`src/rtl/reservoir_history_reader.sv`:
```
// reservoir_history_reader
//
// Read-side engine for the reservoir history RAM.
//
// When a job is accepted, the block reads `length` consecutive words from
// the RAM, starting at `base_addr`. The address wraps from the top of the
// address space back to 0. The words are streamed out on a valid/ready
// interface. The RAM has a 1-cycle read latency, and a 2-entry FIFO absorbs
// both that latency and backpressure from the consumer.
//
// Ports
//   S_AXI_ACLK     clock, rising edge
//   S_AXI_ARESETN  asynchronous active-low reset
//   start          1-cycle pulse that starts a job; ignored while busy
//   abort          synchronous abort of the running job
//   base_addr      first RAM address, sampled when a start is accepted
//   length         number of words to read, sampled when a start is
//                  accepted; 0 is allowed
//   ram_ren        RAM read enable
//   ram_addr       RAM read address
//   ram_dout       RAM read data, valid the cycle after ram_ren
//   m_data         stream data
//   m_valid        stream valid
//   m_last         marks the final word of the job
//   m_ready        stream ready from the consumer
//   busy           high while a job is in progress (FETCH, DRAIN, DONE)
//   done           1-cycle pulse at job completion or abort

module reservoir_history_reader #(
    parameter int ADDR_WIDTH = 20,
    parameter int DATA_WIDTH = 32
) (
    input  logic                  S_AXI_ACLK,
    input  logic                  S_AXI_ARESETN,
    input  logic                  start,
    input  logic                  abort,
    input  logic [ADDR_WIDTH-1:0] base_addr,
    input  logic [ADDR_WIDTH:0]   length,
    output logic                  ram_ren,
    output logic [ADDR_WIDTH-1:0] ram_addr,
    input  logic [DATA_WIDTH-1:0] ram_dout,
    output logic [DATA_WIDTH-1:0] m_data,
    output logic                  m_valid,
    output logic                  m_last,
    input  logic                  m_ready,
    output logic                  busy,
    output logic                  done
);

    typedef enum logic [1:0] {
        IDLE  = 2'd0,
        FETCH = 2'd1,
        DRAIN = 2'd2,
        DONE  = 2'd3
    } state_t;

    localparam logic [ADDR_WIDTH-1:0] ADDR_ONE = 1;
    localparam logic [ADDR_WIDTH:0]   CNT_ONE  = 1;

    state_t                state, state_next;
    logic [ADDR_WIDTH-1:0] cur_addr;
    logic [ADDR_WIDTH:0]   len_r;
    logic [ADDR_WIDTH:0]   len_minus_one;
    logic [ADDR_WIDTH:0]   issued;
    logic [ADDR_WIDTH:0]   delivered;
    logic                  in_flight;
    logic [DATA_WIDTH-1:0] fifo_mem [2];
    logic                  wr_ptr;
    logic                  rd_ptr;
    logic [1:0]            fifo_count;
    logic [2:0]            credit_used;
    logic                  accept;
    logic                  abort_eff;
    logic                  issue;
    logic                  capture;
    logic                  pop;

    assign accept        = (state == IDLE) && start;
    assign abort_eff     = abort && (state != IDLE);
    assign pop           = m_valid && m_ready;
    assign len_minus_one = len_r - CNT_ONE;

    // An aborted job throws away the word returning from the RAM this cycle.
    assign capture = in_flight && !abort_eff;

    // The credit check counts the FIFO occupancy and the read in flight.
    // A pop in the same cycle frees its slot immediately, which lets a
    // consumer that is always ready get one word per cycle. Issuing only
    // while this sum is below 2 guarantees that a returning word always has
    // a free FIFO entry.
    assign credit_used = {1'b0, fifo_count} + {2'b00, in_flight} - {2'b00, pop};

    assign issue = (state == FETCH) && !abort && (issued != len_r) &&
                   (credit_used < 3'd2);

    assign ram_ren  = issue;
    assign ram_addr = cur_addr;
    assign m_valid  = (fifo_count != 2'd0);
    assign m_data   = fifo_mem[rd_ptr];
    assign m_last   = m_valid && (delivered == len_minus_one);
    assign busy     = (state != IDLE);
    assign done     = (state == DONE);

    // Next-state logic. FETCH moves to DRAIN on the edge that issues the
    // last read. DRAIN waits until the FIFO is empty and no read is in
    // flight. An abort in any active state forces DONE.
    always_comb begin
        state_next = state;
        case (state)
            IDLE: begin
                if (start) begin
                    state_next = (length == '0) ? DONE : FETCH;
                end
            end
            FETCH: begin
                if (issue && (issued == len_minus_one)) begin
                    state_next = DRAIN;
                end
            end
            DRAIN: begin
                if ((fifo_count == 2'd0) && !in_flight) begin
                    state_next = DONE;
                end
            end
            DONE: begin
                state_next = IDLE;
            end
            default: begin
                state_next = IDLE;
            end
        endcase
        if (abort_eff) begin
            state_next = DONE;
        end
    end

    always_ff @(posedge S_AXI_ACLK or negedge S_AXI_ARESETN) begin
        if (!S_AXI_ARESETN) begin
            state <= IDLE;
        end else begin
            state <= state_next;
        end
    end

    // Job bookkeeping: the read address, the issued-read and delivered-word
    // counters, and the marker for the single read in flight.
    always_ff @(posedge S_AXI_ACLK or negedge S_AXI_ARESETN) begin
        if (!S_AXI_ARESETN) begin
            cur_addr  <= '0;
            len_r     <= '0;
            issued    <= '0;
            delivered <= '0;
            in_flight <= 1'b0;
        end else begin
            in_flight <= issue;
            if (accept) begin
                cur_addr  <= base_addr;
                len_r     <= length;
                issued    <= '0;
                delivered <= '0;
            end else begin
                if (issue) begin
                    cur_addr <= cur_addr + ADDR_ONE;
                    issued   <= issued + CNT_ONE;
                end
                if (pop) begin
                    delivered <= delivered + CNT_ONE;
                end
            end
        end
    end

    // 2-entry output FIFO. An abort empties it so that m_valid drops on the
    // next cycle.
    always_ff @(posedge S_AXI_ACLK or negedge S_AXI_ARESETN) begin
        if (!S_AXI_ARESETN) begin
            for (int i = 0; i < 2; i++) begin
                fifo_mem[i] <= '0;
            end
            wr_ptr     <= 1'b0;
            rd_ptr     <= 1'b0;
            fifo_count <= 2'd0;
        end else if (abort_eff) begin
            wr_ptr     <= 1'b0;
            rd_ptr     <= 1'b0;
            fifo_count <= 2'd0;
        end else begin
            if (capture) begin
                fifo_mem[wr_ptr] <= ram_dout;
                wr_ptr           <= ~wr_ptr;
            end
            if (pop) begin
                rd_ptr <= ~rd_ptr;
            end
            fifo_count <= fifo_count + {1'b0, capture} - {1'b0, pop};
        end
    end

endmodule

```
`config.mk`:
```
export PLATFORM = sky130hd
export DESIGN_NAME = reservoir_history_reader
export DESIGN_NICKNAME = d
export VERILOG_FILES = /design/src/rtl/reservoir_history_reader.sv
export SDC_FILE = /design/constraint.sdc
export NUM_CORES = 1
export LEC_CHECK = 0
export CELL_PAD_IN_SITES_DETAIL_PLACEMENT = 1
export CELL_PAD_IN_SITES_GLOBAL_PLACEMENT = 1
export CORE_ASPECT_RATIO = 0.7
export CORE_MARGIN = 4
export CORE_UTILIZATION = 42
export DETAILED_ROUTE_END_ITERATION = 16
export GPL_TIMING_DRIVEN = 0
export PLACE_DENSITY = 0.89
export SYNTH_ARGS = -nofsm -noshare
export SYNTH_HDL_FRONTEND = slang
export SYNTH_SLANG_ARGS = --single-unit
```
`constraint.sdc`:
```
create_clock -name S_AXI_ACLK -period 4.9 [get_ports S_AXI_ACLK]
set_clock_uncertainty 0.1 [all_clocks]
set_input_delay 0.735 -clock S_AXI_ACLK [delete_from_list [all_inputs] [get_ports S_AXI_ACLK]]
set_output_delay 0.735 -clock S_AXI_ACLK [all_outputs]
set_load 0.01 [all_outputs]
```
==> results.md <==
- Outcome: completed
- Hold buffer count at CTS: 0
- Worst-Skew Late Latency: 0.43 ns
- Starting Density: between 40 and 50%
- Post-synth EDFFs: 0
- Inserted Diodes: 0
- Die Wd: 180 um
- Syn_nets: roughly 970
- CP Launch Type: register
- Top_reg_cell synth: dfrtp_1
- Most area-hungry cell type in the Yosys netlist: dfrtp_1
- Final Slew Violations: 0
- Initial antenna violation count: 0
- CP Launch Point: fifo_count[1]$_DFF_PN0_
- Die Y: about 130 um
- First-pass GRT wire length: approximately 45000 um
- Mean number of vias per cell: approximately 5.6
- Slew margin rel.: 40.6%
- IO Pins: between 100 and 150
- Storage element area: around 0.0039 sq mm
- Clock buffer depth: 2
- Final hold vios: 0
- CTS tree: done
- WL/cell: 21.7 um
- Fill cell count: approximately 2200
- Async SR Flop Fraction: 100%
- Final min period: between 4 and 5 ns
- Post-Place Cells: 1280
- Share of layout cells above drive strength 1: between 10% and 20%
- Top fanout value on the critical path: 11
- Total CTS buffers: 17
- Largest net degree at the start of global routing: 83
- Met2 Use GR: a little under two fifths
- Drt drc: 0
- Pleak: approximately 4.7 nW
- Avg Cell Area, Syn: 9.96 sq um
- Iter 0 DRT Violations: between 600 and 700
- GR peak layer: met2
- Met1 usage: a little over a third
- Seq/Total Area, Yosys: 44.2%
- DRT Wirelength: roughly 28000 um
- GRT Total Usage: roughly a quarter
- Final Cell Area: 0.0111 sq mm
- Total congestion overflow: 0
- Cell Count, Final, Fillers Out: between 1000 and 1500
- HP Class: input port to asynchronous set/reset pin
- CTS sink cnt: 154
- Gpl congestion: between 0.9 and 1
- Core ar.: around 0.020 sq mm
- Row Count: 43
- H-tree depth: 4
- Setup-failing EPs final: 0
- Fin nets: 1122
- # port buffers: between 100 and 150
- Synth top area cells: dfrtp_1 (44%), mux2_2 (12%), xnor2_1 (6.0%)
- Crit path required time: a little over 4 ns
- Cells after Synth: between 800 and 900
- Yosys warns: 0
- VDD IR max: 0.000266 V
- Mapped cell area: ~0.0087 sq mm
- Vias in the first global route: between 7000 and 8000
- Synth-to-Final Area Change: 27.8%
- Area occupied by multi-input gates: 0.00466 sq mm
- Final period util: 95.5%
- Post-synth top area share: 44.2%
- Arr. time, crit path: 3.85 ns
- Reg clk slew, reported paths: 0.07 ns
- Fmax: 214 MHz
- Post-place setup slack: -0.750 ns
- RSZ-0062 raised after global routing: false
- Vias: between 7000 and 8000
- Die area: approximately 0.023 sq mm
- Routing usage on met3: about 6.0%
- Worst flop-to-flop path startpoint: fifo_count[1]$_DFF_PN0_
- Synth Register Bits: 154
- Worst slew pin tran: between 0.8 and 0.9 ns
- Cell variety after synth: between 60 and 70
- Critical path type: register to output pin
- CTS Root Cell: clkbuf_16
- Crit path capture type: output pin
- Post-DP HPWL: around 20000 um
- PD cells: around 590 mW/mm^2
- Post-detailed-route count of antenna-violating nets: 0
- DRT Pass-1 Iters: 5
- Final worst slack: between 0.2 and 0.25 ns
- Max-capacitance violation count: 0
- Post-DP Area: about 0.010 sq mm
metal layers:
| metal | part of all wire [%] | routed length [um] |
|---|---|---|
| met1 | 46 | 13200 |
| met2 | 45 | 12800 |
| met3 | 7.2 | 2040 |
| met4 | 1.8 | 501 |
| met5 | 0 | 0 |
cell usage in the layout, fill, tap and decap left out, types with 3 or more instances in the layout:
cell type,synthesis,layout
a21oi_1,14,14
and2_1,14,13
and3_1,12,12
and4_1,8,8
buf_1,3,3
buf_2,7,5
buf_4,1,5
buf_6,1,4
clkbuf_1,40,40
clkbuf_16,0,17
clkdlybuf4s50_1,0,131
clkinv_4,0,4
dfrtp_1,154,153
ha_1,11,10
inv_1,17,17
inv_6,0,6
mux2_2,96,96
mux2i_1,8,8
nand2_1,117,117
nand2b_1,5,5
nand3_1,27,27
nand4_1,14,14
nand4b_1,4,4
nor2_1,72,72
nor2b_1,5,5
nor3_1,17,16
nor4_1,14,13
nor4_4,2,4
o21ai_0,39,39
or3_1,8,8
or4_1,6,6
xnor2_1,60,59
xor2_1,53,52
final cells by class:
cell class,count,area share (%)
multi-input cells,650,41.8
inverters,17,0.573
plain buffers,53,2.19
clock buffers,18,3.85
clock inverters,14,1.41
repair buffers,139,12.5
flip-flops and latches,154,34.6
well taps,270,3.03
state kept, by name (all words and copies together) (netlist names):
name	flops
wr_ptr	1
delivered	21
fifo_mem	64
issued	21
rd_ptr	1
in_flight	1
len_r	21
ram_addr	20
state	2
fifo_count	2
path summary, 6_finish.rpt:
path / slack (ns) / to / depth (start not counted)
worst max-delay path: 0.22 / ram_ren / 11
worst min-delay path: 0.24 / len_r[6]$_DFFE_PN0P_ / 1
worst max register to register: 0.58 / ram_addr[12]$_DFFE_PN0P_ / 14
worst min register to register: 0.40 / fifo_mem[61]$_DFFE_PN0P_ / 1
max in group asynchronous: 3.58 / issued[19]$_DFFE_PN0P_ / 2
min in group S_AXI_ACLK: 0.40 / fifo_mem[61]$_DFFE_PN0P_ / 1
where the power goes:
| part | leakage (nW) | switching (mW) | total, mW | internal (mW) |
|---|---|---|---|---|
| clock | 0.282 | 0.613 | 1.33 | 0.721 |
| sequential | 2.01 | 0.377 | 2.08 | 1.71 |
| combinational | 2.44 | 1.63 | 3.13 | 1.50 |
cell usage after synthesis (3+ instances only):
master and n:
mux2i_1 8, o21ai_0 39, nand3_1 27, a21oi_1 14, nor2_1 72, or3_1 8, buf_1 3, nor3_1 17
xor2_1 53, nand2_1 117, dfrtp_1 154, xnor2_1 60, and4_1 8, nor4_1 14, nor2b_1 5, nand4b_1 4
nand4_1 14, inv_1 17, nor3b_1 3, clkbuf_1 40, nand2b_1 5, and3_1 12, or4_1 6, and2_1 14
buf_2 7, nor4_2 3, mux2_2 96, ha_1 11
per-stage QoR:
step                power, mW  hold slack, ns  util [%]  TNS [ns]
floorplan                3.79           0.339         -         0
global placement         4.89           0.381      51.7   -519.21
detailed placement       5.03           0.390      51.8     -2.92
CTS                      6.51           0.250      55.3         0
global route             6.91           0.287      55.4         0
finish                   6.55           0.236      55.4         0
cells by family (layout without fill, tap and decap cells):
kind of cell	Yosys count	count (layout)	synth area share, %
AND/OR/NAND/NOR	339	339	19.6
flip-flops	154	154	44.2
multiplexers	105	105	13.6
XOR/XNOR	114	114	11.6
adder cells (fa/ha/maj)	13	13	1.92
buffers and inverters	71	241	3.43
AO/OA/AOI/OAI	79	79	5.67
repair_timing:
item	CTS	global route
resized for setup	19	6
pin swaps	5	5
cloned	0	0
setup buffers	3	1
setup endpoints to repair	3	1
critical path: stages, from the launching register on:
cell and delay [ns]:
dfrtp_1 0.46, or2_2 0.39, and2_2 0.32, ha_1 0.32, nand2b_1 0.17, fa_1 0.41
xor2_1 0.20, nor3_2 0.26, inv_1 0.12, a31oi_4 0.22, buf_6 0.21, dlygate4sd2_1 0.32
(Power assumes the default switching activity.)
